`src/rtl/seq_divider_16by8_pkg.sv`:
```
// Shared types and defaults for the sequential 16/8 restoring divider.
package seq_divider_16by8_pkg;

    localparam int DEF_WIDTH_N = 16;
    localparam int DEF_WIDTH_D = 8;

    typedef enum logic [1:0] {
        ST_IDLE = 2'd0,
        ST_CALC = 2'd1,
        ST_DONE = 2'd2
    } state_t;

    // The counter must hold WIDTH_N itself, hence the +1.
    function automatic int cnt_width(input int width_n);
        return $clog2(width_n + 1);
    endfunction

endpackage

```
`src/rtl/full_adder.sv`:
```
// One-bit full adder cell.
module full_adder (
    input  logic a,
    input  logic b,
    input  logic ci,
    output logic s,
    output logic co
);

    assign s  = a ^ b ^ ci;
    assign co = (a & b) | (a & ci) | (b & ci);

endmodule

```
`src/rtl/seq_divider_16by8_step.sv`:
```
// One combinational restoring-division step: shift in a dividend bit, trial-subtract the divisor.
// The subtractor is a borrow-ripple chain of full adders computing t + ~{0,d} + 1.
module div_restore_step #(
    parameter int WIDTH_D = 8
) (
    input  logic [WIDTH_D-1:0] rem,
    input  logic               bit_in,
    input  logic [WIDTH_D-1:0] d,
    output logic [WIDTH_D-1:0] rem_next,
    output logic               q_bit
);

    logic [WIDTH_D:0]   w_t;
    logic [WIDTH_D-1:0] w_diff;
    logic [WIDTH_D:0]   w_c;

    assign w_t    = {rem, bit_in};
    assign w_c[0] = 1'b1;

    for (genvar i = 0; i < WIDTH_D; i++) begin : g_sub
        full_adder u_fa (
            .a  (w_t[i]),
            .b  (~d[i]),
            .ci (w_c[i]),
            .s  (w_diff[i]),
            .co (w_c[i+1])
        );
    end

    // Top bit subtracts 0 (inverted to 1): carry-out reduces to t_msb | carry_in.
    // Its sum bit is always 0 when there is no borrow, so it is not kept.
    assign q_bit    = w_t[WIDTH_D] | w_c[WIDTH_D];
    assign rem_next = q_bit ? w_diff : w_t[WIDTH_D-1:0];

endmodule

```
`src/rtl/seq_divider_16by8.sv`:
```
// Sequential unsigned restoring divider, one quotient bit per clock, one operation in flight.
// Result valid WIDTH_N edges after acceptance (next cycle for D==0), held until out_ready.
module seq_divider_16by8
    import seq_divider_16by8_pkg::*;
#(
    parameter int WIDTH_N = DEF_WIDTH_N,
    parameter int WIDTH_D = DEF_WIDTH_D
) (
    input  logic               clk,
    input  logic               rst,
    input  logic               in_valid,
    output logic               in_ready,
    input  logic [WIDTH_N-1:0] dividend,
    input  logic [WIDTH_D-1:0] divisor,
    output logic               out_valid,
    input  logic               out_ready,
    output logic [WIDTH_N-1:0] quotient,
    output logic [WIDTH_D-1:0] remainder,
    output logic               div_by_zero
);

    localparam int CNT_W = cnt_width(WIDTH_N);

    state_t             r_state;
    state_t             w_state_nxt;
    logic [WIDTH_N-1:0] r_nq;
    logic [WIDTH_D-1:0] r_rem;
    logic [WIDTH_D-1:0] r_d;
    logic [CNT_W-1:0]   r_cnt;
    logic               r_dbz;
    logic               w_accept;
    logic               w_d_zero;
    logic [WIDTH_D-1:0] w_rem_nxt;
    logic               w_q_bit;

    // Gated by rst so the request port reads not-ready while reset is held.
    assign in_ready  = (r_state == ST_IDLE) & ~rst;
    assign out_valid = (r_state == ST_DONE);
    assign w_accept  = in_valid & in_ready;
    assign w_d_zero  = (divisor == '0);

    div_restore_step #(
        .WIDTH_D (WIDTH_D)
    ) u_step (
        .rem      (r_rem),
        .bit_in   (r_nq[WIDTH_N-1]),
        .d        (r_d),
        .rem_next (w_rem_nxt),
        .q_bit    (w_q_bit)
    );

    always_ff @(posedge clk or posedge rst) begin
        if (rst) begin
            r_state <= ST_IDLE;
        end else begin
            r_state <= w_state_nxt;
        end
    end

    always_comb begin
        w_state_nxt = r_state;
        case (r_state)
            ST_IDLE: if (w_accept) w_state_nxt = w_d_zero ? ST_DONE : ST_CALC;
            ST_CALC: if (r_cnt == CNT_W'(1)) w_state_nxt = ST_DONE;
            ST_DONE: if (out_ready) w_state_nxt = ST_IDLE;
            default: w_state_nxt = ST_IDLE;
        endcase
    end

    // r_nq starts as N and ends as Q: dividend bits leave the MSB as quotient bits enter the LSB.
    always_ff @(posedge clk or posedge rst) begin
        if (rst) begin
            r_nq  <= '0;
            r_rem <= '0;
            r_d   <= '0;
            r_cnt <= '0;
            r_dbz <= 1'b0;
        end else begin
            case (r_state)
                ST_IDLE: begin
                    if (w_accept) begin
                        r_d   <= divisor;
                        r_rem <= '0;
                        r_dbz <= w_d_zero;
                        if (w_d_zero) begin
                            r_nq  <= '1;
                            r_cnt <= '0;
                        end else begin
                            r_nq  <= dividend;
                            r_cnt <= CNT_W'(WIDTH_N);
                        end
                    end
                end
                ST_CALC: begin
                    r_rem <= w_rem_nxt;
                    r_nq  <= {r_nq[WIDTH_N-2:0], w_q_bit};
                    r_cnt <= r_cnt - CNT_W'(1);
                end
                default: ;
            endcase
        end
    end

    assign quotient    = r_nq;
    assign remainder   = r_rem;
    assign div_by_zero = r_dbz;

endmodule

```
`config.mk`:
```
export PLATFORM = sky130hd
export DESIGN_NAME = seq_divider_16by8
export DESIGN_NICKNAME = d
export VERILOG_FILES = /design/src/rtl/seq_divider_16by8_pkg.sv /design/src/rtl/full_adder.sv /design/src/rtl/seq_divider_16by8_step.sv /design/src/rtl/seq_divider_16by8.sv
export SDC_FILE = /design/constraint.sdc
export NUM_CORES = 1
export LEC_CHECK = 0
export CAP_MARGIN = 30
export CORE_ASPECT_RATIO = 0.7
export CORE_MARGIN = 3
export CORE_UTILIZATION = 40
export CTS_CLUSTER_SIZE = 12
export DETAILED_ROUTE_END_ITERATION = 12
export GPL_TIMING_DRIVEN = 0
export PLACE_DENSITY = 0.64
export SYNTH_ARGS = -nofsm -noshare
export SYNTH_HDL_FRONTEND = slang
export SYNTH_SLANG_ARGS = --single-unit
```
`constraint.sdc`:
```
create_clock -name clk -period 10 [get_ports clk]
set_clock_uncertainty 0.1 [all_clocks]
set_input_delay 3 -clock clk [delete_from_list [all_inputs] [get_ports clk]]
set_output_delay 3 -clock clk [all_outputs]
set_load 0.02 [all_outputs]
```
Word level (Yosys, flattened, before mapping)
Cells that the tools add are included.
{ "totals": {"reg_bits": 40, "latch_bits": 0, "ram_bits": 0, "romBits": 0, "elab_cells": 99, "memories": 0} }
{ "op_classes": {"addsub": 1, "n_mul": 0, "div": 0, "magnitude_cmp": 0, "n_eq_ne": 6, "shift": 0, "muxes": 14, "n_bitwise": 66, "n_reduce_logical": 6} }
{ "op_table": {"columns": ["cell", "count"], "rows": [
  ["$mux W16", 2],
  ["$pmux W16 S2", 1],
  ["$and A1 B1 Y1", 24],
  ["$or A1 B1 Y1", 17],
  ["$mux W8", 2],
  ["$pmux W8 S2", 1],
  ["$xor A1 B1 Y1", 15],
  ["$mux W5", 2],
  ["$not A1 Y1", 10],
  ["$pmux W5 S2", 1],
  ["$logic_not A8 Y1", 1],
  ["$mux W2", 4],
  ["$pmux W2 S3", 1],
  ["$eq A5 B1 Y1 const B", 1],
  ["$sub A5 B1 Y5 const B", 1],
  ["$ne A2 B2 Y1 const B", 2],
  ["$reduce_and A2 Y1", 2],
  ["$reduce_and A3 Y1", 1],
  ["$eq A2 B1 Y1 const B", 1],
  ["$eq A2 B2 Y1 const B", 1],
  ["$logic_not A2 Y1", 1],
  ["$ne A2 B1 Y1 const B", 1],
  ["$reduce_bool A2 Y1", 1]
]} }

Longest topological paths before layout
Gate-level depths: netlist (run 1).
{ "logic_depth": {"depth_word": 28, "ltp_mapped": 15} }

Modules after synthesis
Synthesis (run 1) repeated with hierarchy kept, for this count alone.
{ "unflattened": {"hier_cells": 217, "area_unflattened_um2": 2288.4} }
{ "by_module_without_submodules": {"columns": ["mod", "n_inst", "cells_each", "area_each_um2"], "rows": [
  ["seq_divider_16by8", 1, 190, 1989.4],
  ["full_adder", 8, 1, 20.0],
  ["div_restore_step", 1, 19, 138.9]
]} }

Least setup slack after synthesis (run 1)
Ideal clock, no wire load.
{ "synth_timing": {"kind": "input-to-output", "start": "input port rst", "end": "output port in_ready", "t_arrival_ns": 3.503, "required_time_ns": 6.900, "setup_slack_ns": 3.397, "cell_stages": 1, "path_cell_list": "nor3_1"} }
{ "synth_between": {"elab_chain_cells": 2} }
{ "synth_lines": {"columns": ["item", "line_no", "source"], "rows": [
  ["from (decl)", "seq_divider_16by8.sv:10", "input logic rst,"],
  ["$not A1 Y1", "seq_divider_16by8.sv:37", "assign in_ready = (r_state == ST_IDLE) & ~rst;"],
  ["$and A1 B1 Y1", "seq_divider_16by8.sv:37", null],
  ["to (decl)", "seq_divider_16by8.sv:12", "output logic in_ready,"]
]} }
Every way passes these cells.

Final worst setup path (run 1)
Same ends and word-level chain as after synthesis.

==> impl_metrics.json, run 1 <==
{
  "grt_antenna_before_repair": 0,
  "die_w_um": 95.29,
  "post_cts_buffers": 0,
  "grt_pass1_wl_um": 8901,
  "dp_hpwl_um": 4042,
  "p_leak_uw": 0.001291,
  "utilization_pct": 56.05,
  "cts-root-buf": "clkbuf_8",
  "worst_r2r_path_depth": 14,
  "whs_ns": 0.4017,
  "synthesis.nets": 278,
  "multi_input_area_um2": 1021,
  "cts_hold_buf": 0,
  "maxSlewViolCount": 0,
  "cp_max_fo": 4,
  "grt_overflow": 0,
  "crit_family": "buffers and inverters",
  "dieArea_um2": 6527,
  "clk-insertion-delay-late_ns": 0.30,
  "crit_type": "in -> out",
  "dr.pass1.iters": 5,
  "pwr-share-seq_pct": 30.4,
  "cap_violations": 0,
  "fill_cells": 478,
  "clock_path_buffers": 2,
  "via_per_inst": 5.027,
  "whs_path_depth": 1,
  "switchingPower_uw": 416.9,
  "period_needed_ns": 7.529,
  "rsz0062_at_grt": "false",
  "dieHeight_um": 68.50,
  "initial_core_util_pct": 42.02,
  "met3WireLength_um": 242,
  "wl_per_cell_um": 14.44,
  "start_kind": "input pin",
  "setup_viol": 0,
  "r2r_slack_ns": 5.64,
  "drive_gt1_share_pct": 11.92,
  "status": "completed",
  "drtIter0Drc": 76,
  "max-slew-margin-rel_pct": 44.75,
  "crit_path_end_kind": "output pin",
  "final_common_cell": "clkdlybuf4s50_1",
  "synth_area_per_cell_um2": 9.301,
  "yosysWarnings": 0,
  "pin_count": 55,
  "n_antenna_cell": 0,
  "pwr-share-comb_pct": 55.5,
  "path_buf_inv": 2,
  "ys_ff_latch": 40,
  "cts_resized": 0,
  "dr.max_layer_used": "met4",
  "clkSlewWorstSetupHoldPaths_ns": 0.08,
  "path_depth": 3,
  "crit_chain": "clkdlybuf4s50_1, nor3_1, clkdlybuf4s50_1",
  "wl_met2_um": 2406,
  "drc_errors": 0,
  "path_common_cell": "clkdlybuf4s50_1",
  "cts_buffers": 5,
  "ir_drop_uv": 133.5,
  "tightest_slew_ns": 0.8276,
  "h-tree-depth": 2,
  "slowest_stage": "clkdlybuf4s50_1",
  "seq_area_um2": 1001,
  "gp_congestion": 0.8335,
  "layout.cells.most_common_list": "clkdlybuf4s50_1 (54), nand2_1 (46), dfrtp_1 (40), a21oi_1 (24), nor3_1 (16)",
  "std_cell_rows": 22,
  "drt-met1-wl_um": 2716,
  "finalSetupTns_ns": 0,
  "wl_um": 5402,
  "post-route-period-util_pct": 75.29,
  "area_growth_pct": 33.41,
  "num-nets-final": 339,
  "required_ns": 6.90,
  "grt_max_degree": 41,
  "vias": 1880,
  "syn_inst": 240,
  "yosysSeqAreaShare_pct": 44.84,
  "cts_tree": "done",
  "grt_pass1_vias": 1908,
  "hp-class": "reg -> reg",
  "synth_cell_types": 32,
  "synthesis.area_um2": 2232,
  "p_sw_share_pct": 42.35,
  "max_stage_delay_ns": 0.66,
  "cts.sinks": 40,
  "clockPowerShare_pct": 14.1,
  "arrival_ns": 4.43,
  "p_int_uw": 567.4,
  "port_buffers": 54,
  "hold_viol_final": 0,
  "grt_use_total_pct": 18.19,
  "power_density_nw_per_um2": 330.5,
  "core_um2": 5313,
  "fmax_ghz": 0.1328,
  "postRouteAntennaNets": 0
}
[stage by stage]
| step | total power (uW) | instances | area, um2 | setup WS [ns] |
|---|---|---|---|---|
| after floorplan | 669.8 | 240 | 2232 | 3.397 |
| after global placement | 840.8 | 366 | 2863 | 2.495 |
| after detailed placement | 849.8 | 366 | 2863 | 2.477 |
| after CTS | 991.2 | 374 | 2978 | 2.459 |
| after global routing | 1083 | 374 | 2978 | 2.381 |
| final | 984.2 | 374 | 2978 | 2.471 |
[power by group through the flow]
stage	clock network, uW	registers (uW)	logic [uW]
global route	146	311	625
global placement	0	303	538
detailed placement	0	303	547
CTS	141	300	550
finish	138	300	546
floorplan	0	319	351
[cells in the mapped netlist]
master,instances,share of area [%]
a21oi_1,24,5.4
a22oi_1,1,0.34
a2bb2oi_1,1,0.39
buf_2,2,0.45
buf_4,8,2.7
buf_6,1,0.50
buf_8,1,0.67
clkbuf_1,9,1.5
clkbuf_8,2,1.2
dfrtp_1,40,45
fa_1,7,6.3
ha_1,3,1.7
inv_1,14,2.4
nand2_1,46,7.7
nand2b_1,2,0.56
nand3_1,9,2.0
nand3b_1,1,0.34
nor2_1,12,2.0
nor2_8,1,0.90
nor2b_1,3,0.84
nor3_1,16,3.6
nor3b_2,1,0.56
o21ai_0,12,2.7
o21bai_1,1,0.34
o221a_2,1,0.50
o221ai_1,1,0.39
o22ai_1,1,0.28
o31ai_1,8,2.7
o31ai_2,8,4.5
or4_1,1,0.34
or4_4,2,1.0
xor2_1,1,0.39
[worst paths after layout]
kind / startpoint / endpoint
setup / recovery: rst / in_ready
max in group asynchronous: rst / r_d[3]
hold reg to reg: r_cnt[3] / r_cnt[3]
hold / removal: r_cnt[3] / r_cnt[3]
min in group asynchronous: rst / quotient[7]
setup reg to reg: quotient[15] / remainder[7]
[layer usage]
metal | up-vias | global-route usage (%)
met1 | 902 | 25.74
met5 | - | 0
met4 | 0 | 7.554
met2 | 46 | 27.11
met3 | 5 | 4.013
li1 | 927 | -
[final cells by class]
cell class,count,share of cell area [%]
buffer,23,5.294
clock buffer,5,2.311
clock inverter,3,1.555
inverter,14,1.765
multi-input combinational,163,34.29
sequential,40,33.61
tap,72,3.025
timing repair buffer,54,18.15
[sequential cells by signal, indices dropped and copies added (netlist names)]
| signal | cells |
|---|---|
| r_d | 8 |
| remainder | 8 |
| r_cnt | 5 |
| div_by_zero | 1 |
| r_state | 2 |
| quotient | 16 |
[cell families after synthesis]
| group | synth area share (%) |
|---|---|
| compound gates | 17.49 |
| xor+xnor | 0.3924 |
| fa+ha+maj | 7.960 |
| buf+inv | 9.417 |
| flops | 44.84 |
| simple gates | 19.90 |
Power figures use the tool's default switching activity.
==> run 2: changes to the inputs <==
clock period = 7.6 ns   (was 10 ns; I/O delays follow)
==> results of run 2 <==
The final DEF is identical to that of run 1. Status: completed.
Main changes from that run: setup slack after placement 2.477 ns -> 1.517 ns; setup slack after layout 2.471 ns -> 1.511 ns; register-to-register setup slack 5.64 ns -> 3.24 ns; total power 984.2 uW -> 1295 uW; worst IR drop on VDD 133.5 uV -> 175.6 uV
==> run 3: changes to the inputs <==
PLACE_DENSITY = 0.67   (was 0.64)
clock period = 5.6 ns   (was 7.6 ns; I/O delays follow)
==> run 3 against run 2 <==
Net effect:
- register-to-register slack got worse by 2.1 ns
- largest cell class unchanged
- die area unchanged
- sequential cell count unchanged
- non-clock buffer count did not move
- sequential share of layout area unchanged
- via count grew 1.8%
- critical path depth stayed put
- global-route usage up 0.23 points
- design area stayed put
- utilization stayed put
- hold slack got worse by 0.0020 ns
- setup slack got worse by 0.78 ns
==> impl_metrics.json, run 3 (same netlist as run 1, synthesis figures left out) <==
{
  "hp-class": "reg -> reg",
  "crit_type": "in -> out",
  "crit_family": "buffers and inverters",
  "power_density_nw_per_um2": 593.1,
  "grt_use_total_pct": 18.42,
  "std_cell_rows": 22,
  "post-route-period-util_pct": 86.88,
  "crit_chain": "clkdlybuf4s50_1, nor3_1, clkdlybuf4s50_1",
  "arrival_ns": 3.09,
  "status": "completed",
  "drtIter0Drc": 129,
  "dp_hpwl_um": 4022,
  "fmax_ghz": 0.2055,
  "cts.sinks": 40,
  "n_antenna_cell": 0,
  "layout.cells.most_common_list": "clkdlybuf4s50_1 (54), nand2_1 (46), dfrtp_1 (40), a21oi_1 (24), nor3_1 (16)",
  "tightest_slew_ns": 0.8213,
  "max_stage_delay_ns": 0.66,
  "pin_count": 55,
  "core_um2": 5313,
  "crit_path_end_kind": "output pin",
  "gp_congestion": 0.8335,
  "via_per_inst": 5.118,
  "path_buf_inv": 2,
  "ir_drop_uv": 233.4,
  "final_common_cell": "clkdlybuf4s50_1",
  "drc_errors": 0,
  "fill_cells": 488,
  "wl_per_cell_um": 14.57,
  "grt_max_degree": 41,
  "p_leak_uw": 0.001291,
  "drive_gt1_share_pct": 11.92,
  "cts_buffers": 5,
  "hold_viol_final": 0,
  "clk-insertion-delay-late_ns": 0.30,
  "grt_overflow": 0,
  "area_growth_pct": 33.41,
  "start_kind": "input pin",
  "cts_hold_buf": 0,
  "maxSlewViolCount": 0,
  "wl_um": 5448,
  "dieHeight_um": 68.50,
  "cp_max_fo": 4,
  "port_buffers": 54,
  "dr.pass1.iters": 4,
  "path_common_cell": "clkdlybuf4s50_1",
  "placed_cells": 366,
  "initial_core_util_pct": 42.02,
  "rsz0062_at_grt": "false",
  "fin_cells": 374,
  "die_w_um": 95.29,
  "post_cts_buffers": 0,
  "h-tree-depth": 2,
  "largest_register_ff_count": 16,
  "grt_pass1_wl_um": 9163,
  "slowest_stage": "clkdlybuf4s50_1",
  "grt_pass1_vias": 1896,
  "cts-root-buf": "clkbuf_8",
  "num-nets-final": 339,
  "cts_resized": 0,
  "setup_viol": 0,
  "finalSetupTns_ns": 0,
  "period_needed_ns": 4.865,
  "grt_antenna_before_repair": 0,
  "cts_tree": "done",
  "required_ns": 3.82,
  "postRouteAntennaNets": 0,
  "clock_path_buffers": 2,
  "dieArea_um2": 6527,
  "clkSlewWorstSetupHoldPaths_ns": 0.08,
  "max-slew-margin-rel_pct": 45.17,
  "vias": 1914,
  "cap_violations": 0
}
-- run 3: cell counts in the layout (fill, tap and decap cells not counted) --
No cell type changed its count.
-- run 3: cell type report --
class,count,area [um2],area share (%)
buffer,23,157.7,5.294
clock buffer,5,68.82,2.311
tap,72,90.09,3.025
inverter,14,52.55,1.765
timing repair buffer,54,540.5,18.15
clock inverter,3,46.29,1.555
sequential,40,1001,33.61
multi-input combinational,163,1021,34.29
-- run 3: through the flow --
stage	cell area (um2)	worst slack, ns	power [uW]	utilization, %	hold slack (ns)
after floorplan	2232	1.514	1196	-	0.3523
after global placement	2863	0.7369	1506	53.89	0.3725
after detailed placement	2863	0.7398	1529	53.89	0.3804
after CTS	2978	0.7228	1778	56.05	0.4045
after global routing	2978	0.6391	1934	56.05	0.4232
final	2978	0.7345	1766	56.05	0.3997
-- run 3: worst reg2reg max path, stage by stage (launching register included) --
cell      delay, ns
dfrtp_1        0.41
inv_1          0.06
ha_1           0.19
fa_1           0.41
fa_1           0.44
fa_1           0.43
fa_1           0.43
fa_1           0.42
fa_1           0.39
inv_1          0.08
fa_1           0.21
nor2_1         0.13
clkbuf_1       0.26
a22oi_1        0.22
o22ai_1        0.10
-- run 3: path summary, 6_finish.rpt --
path	from	endpoint	slack, ns	cells after the start
min	div_by_zero	div_by_zero	0.40	2
min reg2reg	div_by_zero	div_by_zero	0.40	2
max reg2reg	quotient[15]	remainder[7]	1.18	14
max in group asynchronous	rst	remainder[7]	3.02	2
min in group asynchronous	rst	r_state[1]	1.86	2
max	rst	in_ready	0.73	3
-- run 3: routing by layer --
| metal | GRT usage, % | wire (um) | vias up |
|---|---|---|---|
| met4 | 5.036 | 53 | 0 |
| met3 | 4.121 | 267 | 5 |
| met2 | 25.28 | 2182 | 57 |
| li1 | - | - | 928 |
| met1 | 28.79 | 2944 | 924 |
| met5 | 0 | 0 | - |
-- run 3: report_power, final --
| part | switching (uW) | total [uW] | internal, uW |
|---|---|---|---|
| Combinational | 527 | 987 | 461 |
| Sequential | 113 | 534 | 421 |
| Clock | 110 | 245 | 134 |
